File: config.mk
export PLATFORM = sky130hd
export DESIGN_NAME = tile_row_renderer_flat
export DESIGN_NICKNAME = d
export VERILOG_FILES = /design/src/rtl/tile_pkg.sv /design/src/rtl/tile_row_renderer_if.sv /design/src/rtl/tile_xform.sv /design/src/rtl/tile_row_renderer.sv /design/src/flat_wrapper.sv
export SDC_FILE = /design/constraint.sdc
export NUM_CORES = 1
export LEC_CHECK = 0
export ABC_AREA = 0
export BUFFER_PORTS_ARGS = -buffer_cell sky130_fd_sc_hd__buf_2
export CAP_MARGIN = 20
export CORE_MARGIN = 2
export CORE_UTILIZATION = 40
export CTS_CLUSTER_DIAMETER = 80
export DETAILED_ROUTE_END_ITERATION = 8
export MAX_ROUTING_LAYER = met4
export PLACE_DENSITY_LB_ADDON = 0.3
export REMOVE_ABC_BUFFERS = 1
export SYNTH_ARGS = -nofsm -noshare
export SYNTH_HDL_FRONTEND = slang
export SYNTH_HIERARCHICAL = 1
export SYNTH_SLANG_ARGS = --single-unit
File: constraint.sdc
create_clock -name clk -period 1.9 [get_ports clk]
set_clock_uncertainty 0.2 [all_clocks]
set_input_delay 0.19 -clock clk [delete_from_list [all_inputs] [get_ports clk]]
set_output_delay 0.19 -clock clk [all_outputs]
set_load 0.01 [all_outputs]
File: src/rtl/tile_pkg.sv
// Shared definitions for the tile row renderer: FSM encoding, default 8x8 glyph table
// and the rotate/mirror pixel transform.
package tile_pkg;

    localparam logic [0:0] ST_IDLE  = 1'b0;
    localparam logic [0:0] ST_SHIFT = 1'b1;

    localparam int unsigned GLYPH_W = 8;

    // Row word of the default glyphs, MSB = leftmost pixel; anything outside the table is blank.
    function automatic logic [GLYPH_W-1:0] glyph_row(int unsigned ty, int unsigned r);
        logic [GLYPH_W-1:0] w;
        w = '0;
        if (r < GLYPH_W) begin
            case (ty)
                32'd1: w = 8'b0001_0000;
                32'd2: begin
                    if (r == 32'd3)      w = 8'b0000_0111;
                    else if (r == 32'd4) w = 8'b0000_1000;
                    else if (r >= 32'd5) w = 8'b0001_0000;
                end
                32'd3: begin
                    if (r == 32'd4)      w = 8'b0000_0011;
                    else if (r == 32'd5) w = 8'b0000_0100;
                    else if (r >= 32'd6) w = 8'b0000_1000;
                end
                default: w = '0;
            endcase
        end
        return w;
    endfunction

    function automatic logic src_pix(int unsigned ty, int unsigned r, int unsigned c);
        logic [GLYPH_W-1:0] w;
        logic               p;
        p = 1'b0;
        if (c < GLYPH_W) begin
            w = glyph_row(ty, r);
            p = w[3'(GLYPH_W - 1 - c)];
        end
        return p;
    endfunction

    // Displayed pixel (r,c) after clockwise rotation, then horizontal mirror.
    function automatic logic xform_pix(int unsigned w, int unsigned ty, int unsigned rot,
                                       logic mirror, int unsigned r, int unsigned c);
        int unsigned cc;
        logic        p;
        cc = mirror ? (w - 1 - c) : c;
        case (rot)
            32'd0:   p = src_pix(ty, r, cc);
            32'd1:   p = src_pix(ty, w - 1 - cc, r);
            32'd2:   p = src_pix(ty, w - 1 - r, w - 1 - cc);
            default: p = src_pix(ty, cc, w - 1 - r);
        endcase
        return p;
    endfunction

endpackage

File: src/rtl/tile_row_renderer_if.sv
// Request and pixel-stream handshake bundle for the tile row renderer.
interface tile_row_renderer_if #(
    parameter int unsigned TILE_W = 8,
    parameter int unsigned TYPE_W = 2
);
    localparam int unsigned ROW_W = $clog2(TILE_W);

    logic              req_valid;
    logic              req_ready;
    logic [TYPE_W-1:0] req_type;
    logic [1:0]        req_rot;
    logic              req_mirror;
    logic [ROW_W-1:0]  req_row;
    logic              pix_valid;
    logic              pix_ready;
    logic              pix_out;
    logic              pix_last;

    modport master (
        output req_valid, req_type, req_rot, req_mirror, req_row, pix_ready,
        input  req_ready, pix_valid, pix_out, pix_last
    );

    modport slave (
        input  req_valid, req_type, req_rot, req_mirror, req_row, pix_ready,
        output req_ready, pix_valid, pix_out, pix_last
    );
endinterface

File: src/rtl/tile_xform.sv
// Combinational glyph lookup: one transformed row word, MSB = leftmost displayed pixel.
module tile_xform
    import tile_pkg::*;
#(
    parameter int unsigned TILE_W = 8,
    parameter int unsigned TYPE_W = 2
) (
    input  logic [TYPE_W-1:0]         type_i,
    input  logic [1:0]                rot_i,
    input  logic                      mirror_i,
    input  logic [$clog2(TILE_W)-1:0] row_i,
    output logic [TILE_W-1:0]         row_o
);

    always_comb begin
        row_o = '0;
        for (int unsigned c = 0; c < TILE_W; c++) begin
            row_o[TILE_W-1-c] = xform_pix(TILE_W, 32'(type_i), 32'(rot_i), mirror_i,
                                          32'(row_i), c);
        end
    end

endmodule

File: src/rtl/tile_row_renderer.sv
// Streams one row of a rotated/mirrored glyph as serial pixels, leftmost first,
// with back-to-back row chaining on the last pixel.
module tile_row_renderer
    import tile_pkg::*;
#(
    parameter int unsigned TILE_W = 8,
    parameter int unsigned TYPE_W = 2
) (
    input  logic                clk,
    input  logic                reset_n,
    tile_row_renderer_if.slave  bus
);

    localparam int unsigned         CNT_W    = $clog2(TILE_W);
    localparam logic [CNT_W-1:0]    CNT_LAST = CNT_W'(TILE_W - 1);

    logic [0:0]        state_q, state_d;
    logic [TILE_W-1:0] shreg_q, shreg_d;
    logic [CNT_W-1:0]  cnt_q,   cnt_d;
    logic [TILE_W-1:0] row_word;
    logic              shifting;
    logic              last_c;
    logic              ready_c;
    logic              req_xfer;
    logic              pix_xfer;

    tile_xform #(
        .TILE_W (TILE_W),
        .TYPE_W (TYPE_W)
    ) u_xform (
        .type_i   (bus.req_type),
        .rot_i    (bus.req_rot),
        .mirror_i (bus.req_mirror),
        .row_i    (bus.req_row),
        .row_o    (row_word)
    );

    assign shifting = (state_q == ST_SHIFT);
    assign last_c   = shifting && (cnt_q == CNT_LAST);
    assign ready_c  = !shifting || (last_c && bus.pix_ready);
    assign req_xfer = bus.req_valid && ready_c;
    assign pix_xfer = shifting && bus.pix_ready;

    assign bus.req_ready = ready_c;
    assign bus.pix_valid = shifting;
    assign bus.pix_last  = last_c;
    assign bus.pix_out   = shreg_q[TILE_W-1];

    always_ff @(posedge clk or negedge reset_n) begin
        if (!reset_n) begin
            state_q <= ST_IDLE;
            shreg_q <= '0;
            cnt_q   <= '0;
        end else begin
            state_q <= state_d;
            shreg_q <= shreg_d;
            cnt_q   <= cnt_d;
        end
    end

    // Load on request, shift on non-last pixel, chain or drop back to idle on the last one.
    always_comb begin
        state_d = state_q;
        shreg_d = shreg_q;
        cnt_d   = cnt_q;
        case (state_q)
            ST_IDLE: begin
                if (req_xfer) begin
                    shreg_d = row_word;
                    cnt_d   = '0;
                    state_d = ST_SHIFT;
                end
            end
            default: begin
                if (pix_xfer) begin
                    if (!last_c) begin
                        shreg_d = shreg_q << 1;
                        cnt_d   = cnt_q + CNT_W'(1);
                    end else if (req_xfer) begin
                        shreg_d = row_word;
                        cnt_d   = '0;
                    end else begin
                        shreg_d = '0;
                        cnt_d   = '0;
                        state_d = ST_IDLE;
                    end
                end
            end
        endcase
    end

endmodule

File: src/flat_wrapper.sv
// flat-port wrapper written by rule: the top's interface ports become plain ports
module tile_row_renderer_flat import tile_pkg::*;
#(
    parameter int unsigned TILE_W = 8,
    parameter int unsigned TYPE_W = 2
)
  (clk, reset_n, bus_req_valid, bus_req_type, bus_req_rot, bus_req_mirror, bus_req_row, bus_pix_ready, bus_req_ready, bus_pix_valid, bus_pix_out, bus_pix_last);
  tile_row_renderer_if #(.TILE_W(TILE_W), .TYPE_W(TYPE_W)) bus_i ();
  input  logic clk;
  input  logic reset_n;
  input wire logic [$bits(bus_i.req_valid)-1:0] bus_req_valid;
  input wire logic [$bits(bus_i.req_type)-1:0] bus_req_type;
  input wire logic [$bits(bus_i.req_rot)-1:0] bus_req_rot;
  input wire logic [$bits(bus_i.req_mirror)-1:0] bus_req_mirror;
  input wire logic [$bits(bus_i.req_row)-1:0] bus_req_row;
  input wire logic [$bits(bus_i.pix_ready)-1:0] bus_pix_ready;
  output wire logic [$bits(bus_i.req_ready)-1:0] bus_req_ready;
  output wire logic [$bits(bus_i.pix_valid)-1:0] bus_pix_valid;
  output wire logic [$bits(bus_i.pix_out)-1:0] bus_pix_out;
  output wire logic [$bits(bus_i.pix_last)-1:0] bus_pix_last;
  assign bus_i.req_valid = bus_req_valid;
  assign bus_i.req_type = bus_req_type;
  assign bus_i.req_rot = bus_req_rot;
  assign bus_i.req_mirror = bus_req_mirror;
  assign bus_i.req_row = bus_req_row;
  assign bus_i.pix_ready = bus_pix_ready;
  assign bus_req_ready = bus_i.req_ready;
  assign bus_pix_valid = bus_i.pix_valid;
  assign bus_pix_out = bus_i.pix_out;
  assign bus_pix_last = bus_i.pix_last;
  tile_row_renderer #(.TILE_W(TILE_W), .TYPE_W(TYPE_W)) u_core (.clk(clk), .reset_n(reset_n), .bus(bus_i));
endmodule
# Word level (Yosys, flattened, before mapping)
# Index checks and enable logic that the tools add are counted.
[classes]
add_sub_neg = 19
magnitude_cmp = 71
n_eq_ne = 61
mux = 316
n_reduce_logical = 10
[op_table]
columns = ["cell", "n"]
rows = [
  ["$eq 32x3->1 const B", 20],
  ["$ge 32x3->1 const B", 20],
  ["$mux 8", 69],
  ["$mux 5", 66],
  ["$eq 32x2->1 const B", 10],
  ["$lt 32x4->1 const B", 10],
  ["$pmux 5 s3", 16],
  ["$mux 4", 51],
  ["$lt 3x4->1 const B", 25],
  ["$bmux 1 s3", 32],
  ["$mux 1", 60],
  ["$eq 3x3->1 const B", 17],
  ["$ge 3x3->1 const B", 16],
  ["$pmux 8 s3", 2],
  ["$mux 3", 12],
  ["$sub 3x3->4 const A", 9],
  ["$eq 3x2->1 const B", 8],
  ["$pmux 1 s3", 8],
  ["$sub 1x3->3 const A", 8],
  ["$eq 2x2->1 const B", 3],
  ["$eq 2x1->1 const B", 2],
  ["$logic_and 1x1->1", 4],
  ["$add 3x1->3 const B", 1],
  ["$reduce_or 3->1", 1],
  ["7 further kinds", 7],
]
[word_totals]
ff_bits = 12
input_bits = 12
out_inout_bits = 4
elab_cells = 480

# Depth between registers and ports, before layout
[logic_depth]
word_depth = 17
ltp_mapped = 9
ltp_nobuf = 6

# Cells and area by module
# The synthesis kept the hierarchy.
[modules_own_cells]
columns = ["module", "n_inst", "cells_each", "area_each_um2", "seq_area_each_um2"]
rows = [
  ["tile_xform", 1, 131, 799.5, 0.0],
  ["tile_row_renderer", 1, 45, 576.8, 300.3],
]

# Worst setup path after synthesis
# No wires, ideal clock.
[synth_path]
path_type = "in2reg"
from = "input port bus_req_row[0]"
to = "register u_core.shreg_q[4]"
setup_time_ns = 0.126
arrival_ns = 1.581
t_required_ns = 1.574
slack_ns = -0.007
stages = 7
path_buffers = 1
cell_sequence = "buf_2 > nor2_1 > mux2i_1 > o22ai_1 > and3_1 > o31a_1 > a221o_1"
[synth_between]
elab_chain_cells = 17
word_cells_on_any_way = 49
cone_classes = "2 x add/sub; 5 x order compare; 6 x eq/ne; 36 x mux"
[synth_lines]
columns = ["element", "line", "rtl"]
rows = [
  ["start: declaration", "flat_wrapper.sv:15", "input wire logic [$bits(bus_i.req_row)-1:0] bus_req_row;"],
  ["$sub 3x3->4", "tile_pkg.sv:53, tile_pkg.sv:54", ""],
  ["$ge 32x3->1 (on tied branches)", "tile_pkg.sv:25, tile_pkg.sv:20", ""],
  ["$mux 4 / $mux 5 (equally long branches)", "tile_pkg.sv:25, tile_pkg.sv:20", ""],
  ["$mux 4 / $mux 8 (equally long branches)", "tile_pkg.sv:24, tile_pkg.sv:19", ""],
  ["$mux 8 (on tied branches)", "tile_pkg.sv:23, tile_pkg.sv:18", ""],
  ["$pmux 8 s3", "tile_pkg.sv:15", "case (ty)"],
  ["$mux 8", "tile_pkg.sv:14", "if (r < GLYPH_W) begin"],
  ["$mux 8", "tile_pkg.sv:37", "if (c < GLYPH_W) begin"],
  ["(+2 left out)", "n/a", ""],
  ["$mux 1 (implied by the code)", "tile_pkg.sv:39", "p = w[3'(GLYPH_W - 1 - c)];"],
  ["$mux 1", "tile_pkg.sv:37", ""],
  ["$pmux 1 s3 (*)", "tile_pkg.sv:50", "case (rot)"],
  ["net u_core.row_word[4]", "tile_row_renderer.sv:20", "logic [TILE_W-1:0] row_word;"],
  ["$mux 8", "tile_row_renderer.sv:79", "end else if (req_xfer) begin"],
  ["$mux 8", "tile_row_renderer.sv:76", "if (!last_c) begin"],
  ["$mux 8", "tile_row_renderer.sv:75", "if (pix_xfer) begin"],
  ["$mux 8 (*)", "tile_row_renderer.sv:66", "case (state_q)"],
  ["end signal: assignment", "tile_row_renderer.sv:56", "shreg_q <= shreg_d;"],
  ["end: declaration", "tile_row_renderer.sv:18", "logic [TILE_W-1:0] shreg_q, shreg_d;"],
]
# The timed path passes the listed nets; every way through them passes the cells marked *. The select of a mux whose other input is x is not followed.
# A chain may end at the register's enable or synchronous reset.

# Worst setup path in the final report
[layout_path]
from = "register u_core.cnt_q[0]"
to = "output port bus_req_ready"
[layout_between]
elab_chain_cells = 4
[layout_lines]
columns = ["element", "line", "rtl"]
rows = [
  ["start: declaration", "tile_row_renderer.sv:19", "logic [CNT_W-1:0] cnt_q, cnt_d;"],
  ["start signal: assignment", "tile_row_renderer.sv:57", "cnt_q <= cnt_d;"],
  ["$eq 3x3->1", "tile_row_renderer.sv:39", "assign last_c = shifting && (cnt_q == CNT_LAST);"],
  ["$logic_and 1x1->1", "tile_row_renderer.sv:39", ""],
  ["$logic_and 1x1->1", "tile_row_renderer.sv:40", "assign ready_c = !shifting || (last_c && bus.pix_ready);"],
  ["$logic_or 1x1->1", "tile_row_renderer.sv:40", ""],
  ["end: declaration", "flat_wrapper.sv:17", "output wire logic [$bits(bus_i.req_ready)-1:0] bus_req_ready;"],
]
# Every way passes these cells.

==> flow_summary.json <==
{
  "run_status": "completed",
  "placeableCoreArea_um2": 3311,
  "grt_setup_unrepaired": "no",
  "report.final.slew_viol_count": 0,
  "num_antenna_cells": 0,
  "die_w_um": 62.66,
  "critical_path_cell_by_cell": "ha_1 -> ha_2 -> a21boi_2 -> inv_1 -> buf_2",
  "power_density_nw_per_um2": 558.6,
  "netlist_instances": 176,
  "grt_usage_pct": 19.48,
  "cell_count_final_fillers_out": 248,
  "critical_path.max_fanout": 3,
  "cp.arrival_ps": 1390,
  "timing.final.setup_violations": 0,
  "layout.cells.most_common_list": "24 x sky130_fd_sc_hd__buf_4, 15 x sky130_fd_sc_hd__buf_2, 14 x sky130_fd_sc_hd__nand2_1, 13 x sky130_fd_sc_hd__nor2_1",
  "path_clk_slew_ps": 70,
  "synthesis.area_um2": 1376,
  "buffer_ports.inserted": 15,
  "layout-area-overhead-vs-synth_pct": 19.55,
  "cts.htree.levels": 1,
  "synth.lib_cells_used.distinct": 49,
  "yosys_warnings": 6,
  "cp_data_required_time_ps": 1510,
  "cts_root_buf": "sky130_fd_sc_hd__clkbuf_4",
  "worst_pin_slew_ps": 538.0,
  "clk_latency_ps": 270,
  "tritoncts_num_sinks": 12,
  "initial_core_util_pct": 41.57,
  "leakage_nw": 0.7640,
  "min_period_over_period_pct": 93.91,
  "timing.critical_path.slowest_stage_cell": "sky130_fd_sc_hd__dfrtp_1",
  "worst_slew_margin_rel_pct": 64.06,
  "holdCritStartpoint": "bus_pix_ready",
  "hold_path_class": "in -> reg",
  "achievable-frequency_mhz": 560.4,
  "end_kind": "primary output",
  "syn_area_per_cell_um2": 7.820,
  "design.portCount": 16,
  "gpl.final_weighted_congestion": 1.037,
  "hpwlAfterDp_um": 2802,
  "grt_first_pass_wirelength_um": 6341,
  "clock_tree_from_tritoncts": "built",
  "grt_overflow_total": 0,
  "initialDrtViolationCount": 105,
  "drv_cap": 0,
  "grt_max_degree": 20,
  "delay_of_the_slowest_cell_on_the_worst_path_ps": 380,
  "detail_route.first_pass.iterations": 4,
  "dieHeight_um": 62.66,
  "cp_top_family": "adder cells",
  "cp-start-kind": "flop",
  "criticalPathCategory": "reg -> out",
  "synth_seq_area_share_pct": 21.82,
  "drive_gt1_share_pct": 26.73,
  "vias": 1479,
  "finalNetCount": 218,
  "die-area_um2": 3926,
  "crit_path_start": "u_core/cnt_q[0]",
  "antenna_found_initial": 0,
  "floorplan.rows": 21,
  "final_common_cell": "sky130_fd_sc_hd__buf_4",
  "first_global_vias": 1426,
  "wire_per_inst_um": 14.91,
  "route.final.wire_length_um": 3697,
  "drcViolationCount": 0,
  "seq_cells_post_synth": 12,
  "hold_ws_ps": 16.97,
  "drt.antenna.violating_nets": 0,
  "period_minus_slack_ps": 1784,
  "placed_cells": 242,
  "regToRegStartpoint": "u_core/cnt_q[0]",
  "cts_inserted_buffers": 3,
  "largest_vdd_supply_drop_v": 0.0001416,
  "critPathBufInv": 2,
  "finalHoldViolations": 0,
  "cts_max_path_buffers": 2,
  "drt-vias-per-instance": 5.964,
  "fill_cells": 341
}
-- metrics by stage --
stage | instance area [um^2] | power, mW | utilization (%) | setup slack, ps | TNS [ps]
finish | 1645 | 0.9190 | 49.70 | 115.7 | 0
floorplan | 1266 | 0.5809 | - | 154.5 | 0
global route | 1645 | 0.9834 | 49.70 | 22.88 | 0
CTS | 1634 | 0.9062 | 49.36 | 59.77 | 0
detailed placement | 1592 | 0.7529 | 48.07 | -55.95 | -234.3
global placement | 1592 | 0.7339 | 48.07 | -37.35 | -37.35
-- Yosys cell counts (all sizes together) --
cell type	instances	share of area (%)
xnor2	1	0.64
mux2	2	1.9
a21boi	1	0.82
o22ai	12	5.5
inv	5	1.4
nand3	2	0.73
nand4	1	0.45
nor2b	1	0.45
ha	2	1.8
nor2	13	3.5
o31a	1	0.64
or3b	3	1.9
o32a	1	0.73
or2b	2	1.1
o21ai	7	2.5
a21oi	8	3.2
o32ai	1	0.64
nand3b	3	1.6
clkbuf	3	0.82
nand2	14	3.8
and2b	3	1.6
a211o	2	1.3
a221o	7	5.1
and3	9	4.1
or2	1	0.45
o31ai	1	0.55
a221oi	3	1.9
nor4b	1	0.64
a22o	2	1.4
o211ai	3	1.6
a32o	2	1.5
a22oi	5	2.7
a31oi	3	1.4
a2bb2oi	3	1.9
dfrtp	12	22
o221ai	1	0.64
and2	1	0.55
mux2i	6	4.4
nor4	2	0.91
nand2b	7	3.2
buf	16	7.2
nor3	3	1.1
-- timing repair --
| item | 4_1_cts | 5_1_grt |
|---|---|---|
| endpoints found under the hold margin | 13 | 0 |
| hold buffers | 2 | 0 |
| resized for setup | 0 | 2 |
| endpoints found under the setup margin | 0 | 4 |
| setup buffers | 0 | 1 |
-- worst paths after layout --
path                                      to  slack [ps]  depth (start not counted)
max in group asynchronous  u_core/shreg_q[4]        1160                          2
min in group asynchronous  u_core/shreg_q[2]         130                          2
min reg2reg                u_core/shreg_q[0]         300                          1
max reg2reg                u_core/shreg_q[1]         130                          5
min                          u_core/cnt_q[0]          20                          3
max                            bus_req_ready         120                          5
-- kinds of logic after synthesis --
| logic type | Yosys count | share of synthesized area [%] |
|---|---|---|
| compound gates | 63 | 33.91 |
| xor+xnor | 1 | 0.6365 |
| fa+ha+maj | 2 | 1.818 |
| buf+inv | 24 | 9.363 |
| flops | 12 | 21.82 |
| mux | 8 | 6.273 |
| simple gates | 66 | 26.18 |
-- report_power, final --
part	switching, mW	total [mW]	internal, mW
Clock	0.0779	0.151	0.0733
Combinational	0.207	0.412	0.205
Sequential	0.0368	0.356	0.319
-- area by class of cell --
class	count	area, um^2	share of cell area (%)
clock buffer	3	22.52	1.369
inverter	5	18.77	1.141
multi-input combinational	140	950.9	57.79
sequential	12	300.3	18.25
tap	46	57.56	3.498
timing repair buffer	42	295.3	17.95
-- tightest hold or removal path, cell delays in order --
cell                      delay, ps
sky130_fd_sc_hd__buf_2          140
sky130_fd_sc_hd__nand2_1         60
sky130_fd_sc_hd__o21ai_0         60
-- registers in the layout (all words and copies together) (netlist names) --
name and cells:
u_core/bus.pix_valid 1, u_core/cnt_q 3, u_core/shreg_q 8
-- routing by layer --
metal  track usage (%)  wire, um  vias up
met3             1.441       152        4
li1                  -         -      730
met5                 -         0        -
met2             33.74      1781       44
met4             6.111        23        0
met1             24.16      1740      701
No activity file was read; power rests on OpenSTA's default activity.
